`src/rtl/gb_host_master.sv`:
```
// Ghostbus initiator: converts host command beats into ghostbus write/read strobes
// and returns read data (with auto-incrementing bursts) as a response stream.
module gb_host_master #(
    parameter int unsigned AW     = 24,
    parameter int unsigned DW     = 32,
    parameter int unsigned LW     = 8,
    parameter int unsigned RD_LAT = 2
) (
    input  logic          gb_clk,
    input  logic          gb_rst,
    input  logic          cmd_valid,
    output logic          cmd_ready,
    input  logic          cmd_we,
    input  logic [AW-1:0] cmd_addr,
    input  logic [DW-1:0] cmd_wdata,
    input  logic [LW-1:0] cmd_len,
    output logic          rsp_valid,
    input  logic          rsp_ready,
    output logic [DW-1:0] rsp_data,
    output logic          rsp_last,
    output logic          busy,
    output logic [AW-1:0] gb_addr,
    output logic [DW-1:0] gb_wdata,
    output logic          gb_wen,
    output logic          gb_rstb,
    input  logic [DW-1:0] gb_rdata
);

    localparam int unsigned CW = 4;

    typedef enum logic [2:0] {
        S_IDLE,
        S_WRITE,
        S_READ,
        S_WAIT,
        S_RESP
    } state_t;

    state_t        state_q, state_d;
    logic [AW-1:0] addr_q, addr_d;
    logic [DW-1:0] wdata_q, wdata_d;
    logic [LW-1:0] rem_q, rem_d;
    logic [CW-1:0] cnt_q, cnt_d;
    logic          idle_q;

    logic [AW-1:0] gb_addr_d;
    logic [DW-1:0] gb_wdata_d;
    logic [DW-1:0] rsp_data_d;
    logic          gb_wen_d, gb_rstb_d, rsp_valid_d, rsp_last_d, busy_d, idle_d;

    // idle_q is registered; the reset term keeps ready low while reset is held
    assign cmd_ready = idle_q & ~gb_rst;

    // Next state; strobe/response registers are loaded from the state being entered
    always_comb begin
        state_d    = state_q;
        addr_d     = addr_q;
        wdata_d    = wdata_q;
        rem_d      = rem_q;
        cnt_d      = cnt_q;
        rsp_data_d = rsp_data;

        case (state_q)
            S_IDLE: begin
                if (cmd_valid && cmd_ready) begin
                    addr_d  = cmd_addr;
                    wdata_d = cmd_wdata;
                    rem_d   = cmd_len;
                    state_d = cmd_we ? S_WRITE : S_READ;
                end
            end
            S_WRITE: state_d = S_IDLE;
            S_READ: begin
                cnt_d   = CW'(RD_LAT - 1);
                state_d = S_WAIT;
            end
            S_WAIT: begin
                if (cnt_q == '0) begin
                    rsp_data_d = gb_rdata;
                    state_d    = S_RESP;
                end else begin
                    cnt_d = cnt_q - CW'(1);
                end
            end
            S_RESP: begin
                if (rsp_ready) begin
                    if (rem_q == '0) begin
                        state_d = S_IDLE;
                    end else begin
                        addr_d  = addr_q + AW'(1);
                        rem_d   = rem_q - LW'(1);
                        state_d = S_READ;
                    end
                end
            end
            default: state_d = S_IDLE;
        endcase

        gb_wen_d    = (state_d == S_WRITE);
        gb_rstb_d   = (state_d == S_READ);
        rsp_valid_d = (state_d == S_RESP);
        rsp_last_d  = (state_d == S_RESP) && (rem_d == '0);
        busy_d      = (state_d != S_IDLE);
        idle_d      = (state_d == S_IDLE);
        gb_addr_d   = (gb_wen_d || gb_rstb_d) ? addr_d : gb_addr;
        gb_wdata_d  = gb_wen_d ? wdata_d : gb_wdata;
    end

    always_ff @(posedge gb_clk) begin
        if (gb_rst) begin
            state_q   <= S_IDLE;
            addr_q    <= '0;
            wdata_q   <= '0;
            rem_q     <= '0;
            cnt_q     <= '0;
            idle_q    <= 1'b1;
            gb_addr   <= '0;
            gb_wdata  <= '0;
            gb_wen    <= 1'b0;
            gb_rstb   <= 1'b0;
            rsp_valid <= 1'b0;
            rsp_last  <= 1'b0;
            rsp_data  <= '0;
            busy      <= 1'b0;
        end else begin
            state_q   <= state_d;
            addr_q    <= addr_d;
            wdata_q   <= wdata_d;
            rem_q     <= rem_d;
            cnt_q     <= cnt_d;
            idle_q    <= idle_d;
            gb_addr   <= gb_addr_d;
            gb_wdata  <= gb_wdata_d;
            gb_wen    <= gb_wen_d;
            gb_rstb   <= gb_rstb_d;
            rsp_valid <= rsp_valid_d;
            rsp_last  <= rsp_last_d;
            rsp_data  <= rsp_data_d;
            busy      <= busy_d;
        end
    end

endmodule
```
`config.mk`:
```
export PLATFORM = sky130hd
export DESIGN_NAME = gb_host_master
export DESIGN_NICKNAME = d
export VERILOG_FILES = /design/src/rtl/gb_host_master.sv
export SDC_FILE = /design/constraint.sdc
export NUM_CORES = 1
export LEC_CHECK = 0
export ABC_AREA = 1
export BUFFER_PORTS_ARGS = -buffer_cell sky130_fd_sc_hd__buf_2
export CAP_MARGIN = 25
export CORE_MARGIN = 4
export CORE_UTILIZATION = 50
export DETAILED_ROUTE_END_ITERATION = 12
export PLACE_DENSITY = 0.85
export REMOVE_ABC_BUFFERS = 1
export SYNTH_ARGS = -nofsm -noshare
export SYNTH_HDL_FRONTEND = slang
export SYNTH_SLANG_ARGS = --single-unit
```
`constraint.sdc`:
```
create_clock -name gb_clk -period 4.9 [get_ports gb_clk]
set_clock_uncertainty 0.2 [all_clocks]
set_input_delay 0 -clock gb_clk [delete_from_list [all_inputs] [get_ports gb_clk]]
set_output_delay 0 -clock gb_clk [all_outputs]
set_load 0.005 [all_outputs]
```
==> results of run 1 <==
power breakdown:
part / switching [W] / total, W / internal (W)
Combinational: 0.000264 / 0.000475 / 0.000210
Clock: 0.000542 / 0.00153 / 0.000988
Sequential: 0.0000425 / 0.00146 / 0.00141
Total: 0.000849 / 0.00346 / 0.00261
worst register-to-register path, delay by kind of cell, from the launching register on:
family	cells	cell delay, ns
AOI/OAI and AO/OA	1	0.14
buffers and inverters	3	1.52
and+or+nand+nor	9	1.09
DFF	1	0.33
metal layers:
layer	vias up	wire length (um)	global-route usage, %
met5	-	0	0
met4	0	1040	14.4
met3	92	1540	7.00
met2	332	10600	45.6
met1	3474	8610	30.6
li1	3663	-	-
kinds of logic (layout without fill, tap and decap cells):
group                    after synthesis  count (layout)
buffers and inverters                175             470
flip-flops                           165             165
adder cells (fa/ha/maj)                5               5
multiplexers                           7               7
AND/OR/NAND/NOR                      440             440
other                                  0               2
XOR/XNOR                               6               6
AO/OA/AOI/OAI                        170             170
worst paths after layout:
kind                                     end  slack [ns]  depth (start not counted)
worst min-delay path            rsp_data[31]        0.14                          4
worst max register to register      rsp_last        1.50                         13
worst min register to register      cnt_q[1]        0.27                          2
worst max-delay path                rsp_last        1.50                         13
synth_stat cells (4+ instances only):
| library cell | n |
|---|---|
| a211oi_1 | 14 |
| a211oi_2 | 12 |
| a21oi_1 | 41 |
| a22oi_1 | 23 |
| buf_2 | 14 |
| buf_6 | 4 |
| clkbuf_1 | 24 |
| dfxtp_1 | 165 |
| ha_1 | 5 |
| inv_1 | 125 |
| mux2i_1 | 7 |
| nand2_1 | 170 |
| nand2_2 | 6 |
| nand3_1 | 55 |
| nand4_1 | 9 |
| nor2_1 | 169 |
| nor3_1 | 9 |
| o211ai_1 | 9 |
| o21ai_0 | 60 |
| o21bai_1 | 5 |
| xnor2_1 | 4 |
through the flow:
stage / hold WS [ns] / total power, W / utilization (%) / setup slack, ns
floorplan: -0.176 / 0.00171 / - / 1.80
global placement: 0.0198 / 0.00186 / 58.5 / 2.08
detailed placement: 0.0288 / 0.00187 / 58.5 / 2.01
CTS: 0.120 / 0.00345 / 71.2 / 1.54
global route: 0.135 / 0.00359 / 71.6 / 1.12
finish: 0.139 / 0.00346 / 71.6 / 1.50
cell type report:
cell class | count | area [um^2]
fill | 997 | 3970
antenna | 2 | 5.00
clock inverter | 11 | 220
sequential | 165 | 3300
clock buffer | 21 | 460
inverter | 128 | 480
multi-input combinational | 628 | 3170
timing repair buffer | 310 | 2150
tap | 180 | 225
state kept, by name, summed over array words and instances (netlist names):
name and count:
addr_q 24, busy 1, cnt_q 4, gb_addr 24, gb_rstb 1, gb_wdata 32, gb_wen 1, idle_q 1
rem_q 8, rsp_data 32, rsp_last 1, rsp_valid 1, state_q 3, wdata_q 32
cell usage in the layout (no fill, tap or decap), drive strengths merged:
cell         count
buf            200
nand2          178
nor2           177
dfxtp          165
inv            129
dlygate4sd3    110
o21ai           63
nand3           56
a21oi           42
a211oi          26
a22oi           23
clkbuf          21
nor3            11
nand4            9
o211ai           9
mux2i            7
bufinv           6
or2              6
o21bai           5
ha               5
xnor2            4
nand3b           3
diode            2
xor2             2
clkinvlp         2
clkinv           2
o221ai           1
a32o             1
what timing repair did:
| item | 4_1_cts | 5_1_grt |
|---|---|---|
| setup buffers | 0 | 0 |
| endpoints found under the hold margin | 157 | 0 |
| hold buffers | 110 | 0 |
==> metrics.md, run 1 <==
| Metric | Value |
|---|---|
| Die ar. | between 15000 and 20000 um^2 |
| Worst setup SP type | flip-flop |
| Clock buffer depth | 2 |
| TritonCTS Buffers | 17 |
| CP startpoint | state_q[0] |
| DP Wirelength | 12800 um |
| DP Cell Count | around 1300 |
| Post-Synth Simple-Gate Area | 26.3% |
| Clock slew at reported path FFs | roughly 0.06 ns |
| Area after DPL | a little over 8000 um^2 |
| Slew @ Worst Pin | around 1.0 ns |
| GP Congestion | about 0.89 |
| DRT Wirelength | between 20000 and 25000 um |
| Number of flops mapped to enable cells by yosys | 0 |
| Post-synthesis xor/xnor area fraction | 0.732% |
| Critical Path, Cell by Cell | nor2_1 > inv_1 > nor2_2 > nand2_4 > inv_2 > nand2_1 > o21ai_1 > nor2_1 > nand2_1 > nor2_1 > nand3_1 > nor2_1 > dlygate4sd3_1 |
| Fin crit share | a little over two thirds |
| IO Port Bufs | ~190 |
| Post-synth top area share | a little under half |
| Minimum clock period | about 3.4 ns |
| Sequential cell area fraction in the yosys report | about 46% |
| Top cell type by total area after synthesis | dfxtp_1 |
| Hold Crit Class | input port to flip-flop |
| H-Tree Depth | 4 |
| Worst-Skew Late Latency | 0.42 ns |
| Library cells used by synthesis | 40 |
| Initial DRC Count | approximately 640 |
| Share of cells above drive strength 1 | 21.1% |
| Total gr overflow | 0 |
| Non-Filler Instances | 1445 |
| Peak VDD IR | approximately 0.00023 V |
| Slowest stage delay, CP | around 0.86 ns |
| Fin. Hold Viols | 0 |
| Die extent in x | approximately 130 um |
| Antenna violations before repair | 2 |
| Crit-path most repeated cell | nor2_1 |
| CTS tree | built |
| RSZ-0062 raised after global routing | no |
| Clock root cell | clkbuf_16 |
| MaxCap Viol Count | 0 |
| Largest net degree at the start of global routing | 87 |
| Drc violations | 0 |
| Cts repair resizes | 0 |
| First-pass GRT wire length | ~36000 um |
| Starting Density | between 50% and 60% |
| Post-synthesis mux area share | less than 1% |
| Core area | 14000 um^2 |
| Crit-path leading delay family | buffers and inverters |
| Arr. time, crit path | 3.51 ns |
| Setup TNS | 0 ns |
| Vias in the first global route | roughly 7500 |
| Synth Area in Adders | less than 1% |
| Post-route cell area | 10000 um^2 |
| Via density | 5.23 |
| Fmax | 0.294 GHz |
| Largest fanout on the critical path | 56 |
| Slew headroom | between 30% and 40% |
| CP Class | flip-flop to flip-flop |
| Vert. Die Dim | 128 um |
| Critical Path RT | 5.01 ns |
| # IOs | around 200 |
| Row count | 43 |
| Max-slew violation count | 0 |
| Worst reg2reg path startpoint | state_q[0] |
| Synthesized cell area | between 7000 and 8000 um^2 |
| DR WL/cell | approximately 15 um |
| P per Cell Area | 345 nW/um^2 |
| Vias | approximately 7600 |
| Syn Inst Count | ~970 |
| Area Overhead vs Synth | 39.5% |
| Crit path buffers/inverters | 3 |
| Worst Hold Launch | gb_rdata[31] |
| Final nets | about 1400 |
| Setup violators final | 0 |
| Clock sinks | between 150 and 200 |
| Gr usage total | between 20 and 30% |
| Main combinational cell family by area after synthesis | simple AND/OR/NAND/NOR gates |
| DRT antenna net count | 0 |
| Post-synthesis async set-or-reset flop share | 0% |
| First-pass detailed-route iteration total | 6 |
| Post-synthesis compound-gate area fraction | approximately 15% |
| Outcome | finished clean |
| Syn avg cell area | 7.42 um^2 |
| Top cells by area, synth | dfxtp_1, nand2_1, nor2_1, inv_1, o21ai_0 |
| Critical Path End Type | flip-flop |
| Slowest CP cell | inv_2 |
| Yosys warnings | 0 |
| Most used flip-flop cell after synthesis | dfxtp_1 |
| Register bit total from synthesis | 165 |
| Static leakage | 4.93 nW |
Note: power is estimated with default switching activity, not from simulation.
==> run 2, diff against run 1 <==
--- a/config.mk
+++ b/config.mk
@@ -5,13 +5,13 @@
 export SDC_FILE = /design/constraint.sdc
 export NUM_CORES = 1
 export LEC_CHECK = 0
-export ABC_AREA = 1
+export ABC_AREA = 0
 export BUFFER_PORTS_ARGS = -buffer_cell sky130_fd_sc_hd__buf_2
 export CAP_MARGIN = 25
 export CORE_MARGIN = 4
-export CORE_UTILIZATION = 50
+export CORE_UTILIZATION = 45
 export DETAILED_ROUTE_END_ITERATION = 12
-export PLACE_DENSITY = 0.85
+export PLACE_DENSITY = 0.84
 export REMOVE_ABC_BUFFERS = 1
 export SYNTH_ARGS = -nofsm -noshare
 export SYNTH_HDL_FRONTEND = slang
==> constraint.sdc (replaced) <==
create_clock -name gb_clk -period 2.85 [get_ports gb_clk]
set_clock_uncertainty 0.2 [all_clocks]
set_input_delay 0 -clock gb_clk [delete_from_list [all_inputs] [get_ports gb_clk]]
set_output_delay 0 -clock gb_clk [all_outputs]
set_load 0.005 [all_outputs]
==> run 2 against run 1 <==
Compared with the run above:
- sequential share of layout area down 3.2 points
- critical path type unchanged
- power is 41% higher
- first-iteration DRC count grew 2.0%
- highest routed layer unchanged
- count of clock-buffer cells in the layout fell by 3
- clock power is 41% higher
==> metrics.md, run 2 <==
| Metric | Value |
|---|---|
| Setup violators final | 0 (unchanged) |
| Fin crit share | 97.0% (+28 points) |
| First-pass detailed-route iteration total | 5 (-1) |
| Worst setup SP type | flip-flop |
| CTS tree | built |
| Sequential cell area fraction in the yosys report | 46.5% (+0.45 points) |
| Final hold slack | 0.173 ns (+0.0341 ns) |
| Final nets | 1157 (-15%) |
| Die ar. | 14600 um^2 (-11%) |
| Largest registers | gb_wdata: 32 flops, rsp_data: 32 flops |
| DRT antenna net count | 0 (unchanged) |
| Largest net degree at the start of global routing | 71 (-18%) |
| Fin. Hold Viols | 0 (unchanged) |
| Fmax | 0.362 GHz (+23%) |
| First-pass GRT wire length | 35500 um (-0.12%) |
| Total gr overflow | 0 (unchanged) |
| Most used flip-flop cell after synthesis | dfxtp_1 |
| Core area | 12300 um^2 (-12%) |
| P_sw | 0.00134 W (+57%) |
| Share of cells above drive strength 1 | 24.4% (+3.3 points) |
| Via density | 5.71 (+9.1%) |
| Hold Crit Class | input port to flip-flop |
| Flop pwr share | 41.4% (-0.7 points) |
| # IOs | 195 (unchanged) |
| Clock buffer depth | 2 (unchanged) |
| Vert. Die Dim | 121 um (-5.5%) |
| Number of flops mapped to enable cells by yosys | 0 (unchanged) |
| Clock root cell | clkbuf_16 |
| DR WL/cell | 18.2 um (+20%) |
| Comb power frac | 14.2% (+0.5 points) |
| Count leader, synth | nand2_1 |
| Cell count of the worst reg-to-reg path | 8 (-5) |
| Most common cell after layout, fill and taps aside | buf_2 |
| P_int | 0.00353 W (+35%) |
| IO Port Bufs | 194 (unchanged) |
| Syn Inst Count | 722 (-25%) |
| Slew headroom | 48.4% (+16 points) |
| Register bit total from synthesis | 133 (-19%) |
| Initial DRC Count | 651 (+2.0%) |
| GP Congestion | 0.946 (+6.7%) |
| TritonCTS Buffers | 17 (unchanged) |
| Vias | 7033 (-7.0%) |
| Outcome | finished clean |
| # diodes | 0 (-2) |
| Area Overhead vs Synth | 55.9% |
| Top cell type by total area after synthesis | dfxtp_1 |
| Die extent in x | 121 um (-5.5%) |
| Minimum clock period | 2.76 ns (-0.639 ns) |
| Clk pwr share | 44.4% (+0.2 points) |
| DRT Wirelength | 22400 um (+2.7%) |
| Synthesized cell area | 5730 um^2 (-20%) |
| Syn avg cell area | 7.94 um^2 (+7.0%) |
| P per Cell Area | 545 nW/um^2 (+58%) |
| Pre-CTS WS | 0.153 ns (-1.86 ns) |
| Peak VDD IR | 0.000367 V (+61%) |
| Commonest cells after routing, fill and taps aside | buf_2, nand2_1, dlygate4sd3_1 |
| Top cells by area, synth | dfxtp_1, nand2_1, a21oi_1, nor2_1, a211oi_1 |
| Slew @ Worst Pin | 0.771 ns (-0.241 ns) |
| MaxCap Viol Count | 0 (unchanged) |
| Arr. time, crit path | 2.84 ns (-0.67 ns) |
| Yosys warnings | 0 (unchanged) |
| Critical Path End Type | flip-flop |
| Vias in the first global route | 6916 (-8.0%) |
| Post-synth top cells | nand2_1, dfxtp_1, a21oi_1, nor2_1, clkbuf_1 |
| Util after Layout | 72.9% (+1.2 points) |
| Library cells used by synthesis | 64 (+60%) |
| Clock slew at reported path FFs | 0.06 ns (about the same) |
| Post-synth top area share | 46.5% (+0.45 points) |
| Drc violations | 0 (unchanged) |
| CP Class | flip-flop to flip-flop |
| Hold Path Depth | 4 (unchanged) |
| Worst-Skew Late Latency | 0.42 ns (about the same) |
| Final worst slack | 0.0865 ns (-1.41 ns) |
| Max-slew violation count | 0 (unchanged) |
| Critical Path RT | 2.92 ns (-2.09 ns) |
| Post-CTS setup buffer count | 0 (unchanged) |
| Starting Density | 46.7% (-4.6 points) |
| Gr usage total | 30.4% (+3.7 points) |
| H-Tree Depth | 4 (unchanged) |
| Row count | 40 (-7.0%) |
| Largest fanout on the critical path | 5 (-91%) |
| Antenna violations before repair | 0 (-2) |
| Static leakage | 3.87 nW (-22%) |
| DP Wirelength | 12600 um (-2.0%) |
| Switch share | 27.5% (+2.9 points) |
| Clock sinks | 133 (-19%) |
| Post-synthesis async set-or-reset flop share | 0% (unchanged) |
[run 2: cell types whose count changed in the layout (fill, tap and decap cells not counted), sizes merged, moves of 31 or more]
| cell | change |
|---|---|
| dlygate4sd3 | +31 |
| a21oi | +52 |
| dfxtp | -32 |
| o21ai | -48 |
| nand3 | -38 |
| inv | -111 |
| nor2 | -122 |
[run 2: logic make-up (layout without fill, tap and decap cells)]
kind of cell	Yosys count	count (layout)	synth area share (%)
AOI/OAI and AO/OA	194	194	21.7
xor gates and xnor gates	3	3	0.458
adders and majority gates	5	5	1.09
buffers and inverters	64	406	4.47
DFF	133	133	46.5
muxes	2	2	0.371
and+or+nand+nor	321	321	25.4
[run 2: power groups by stage]
stage	logic, W	registers [W]	clock network (W)
final	0.000689	0.00202	0.00216
after global routing	0.000749	0.00202	0.00227
after CTS	0.000656	0.00201	0.00216
after detailed placement	0.000526	0.00205	0
after global placement	0.000519	0.00205	0
after floorplan	0.000258	0.00205	0
[run 2: cell type report]
| type | count | area, um^2 |
|---|---|---|
| inverter | 12 | 45.0 |
| clock buffer | 18 | 439 |
| fill | 830 | 3330 |
| clock inverter | 14 | 144 |
| multi-input combinational | 525 | 2830 |
| sequential | 133 | 2660 |
| timing repair buffer | 362 | 2610 |
| tap | 168 | 210 |
[run 2: critical path, stage by stage (launching register included)]
cell and delay [ns]:
dfxtp_1 0.37, inv_1 0.09, ha_1 0.25, or4b_1 0.25
o21ai_1 0.11, nor4_1 0.64, mux2_2 0.41, a21oi_1 0.20
a211oi_1 0.09
[run 2: through the flow]
stage               TNS, ns  instances  total power (W)  cell area, um^2
detailed placement        0       1059          0.00258             6920
finish                    0       1232          0.00487             8930
CTS                       0       1232          0.00483             8910
global placement          0       1059          0.00257             6920
global route        -0.0108       1232          0.00505             8930
floorplan            -28.38        670          0.00230             5520
[run 2: what timing repair did]
| action | in CTS | in global routing |
|---|---|---|
| hold buffers | 141 | 0 |
| hold endpoints to repair | 127 | 0 |
| endpoints found under the setup margin | 0 | 33 |
| gates resized for setup | 0 | 5 |
[run 2: layer usage]
metal / track usage, % / wire, um / up-vias
li1: - / - / 3220
met1: 35.9 / 8370 / 3228
met2: 49.5 / 10500 / 476
met3: 10.8 / 2370 / 109
met4: 14.0 / 1160 / 0
met5: 0 / 0 / -
[run 2: path summary, 6_finish.rpt]
| kind | start | endpoint | slack, ns |
|---|---|---|---|
| setup / recovery | rem_q[0] | gb_addr[9] | 0.09 |
| hold / removal | gb_rdata[3] | rsp_data[3] | 0.17 |
| setup reg to reg | rem_q[0] | gb_addr[9] | 0.09 |
| hold reg to reg | gb_addr[5] | gb_addr[5] | 0.25 |
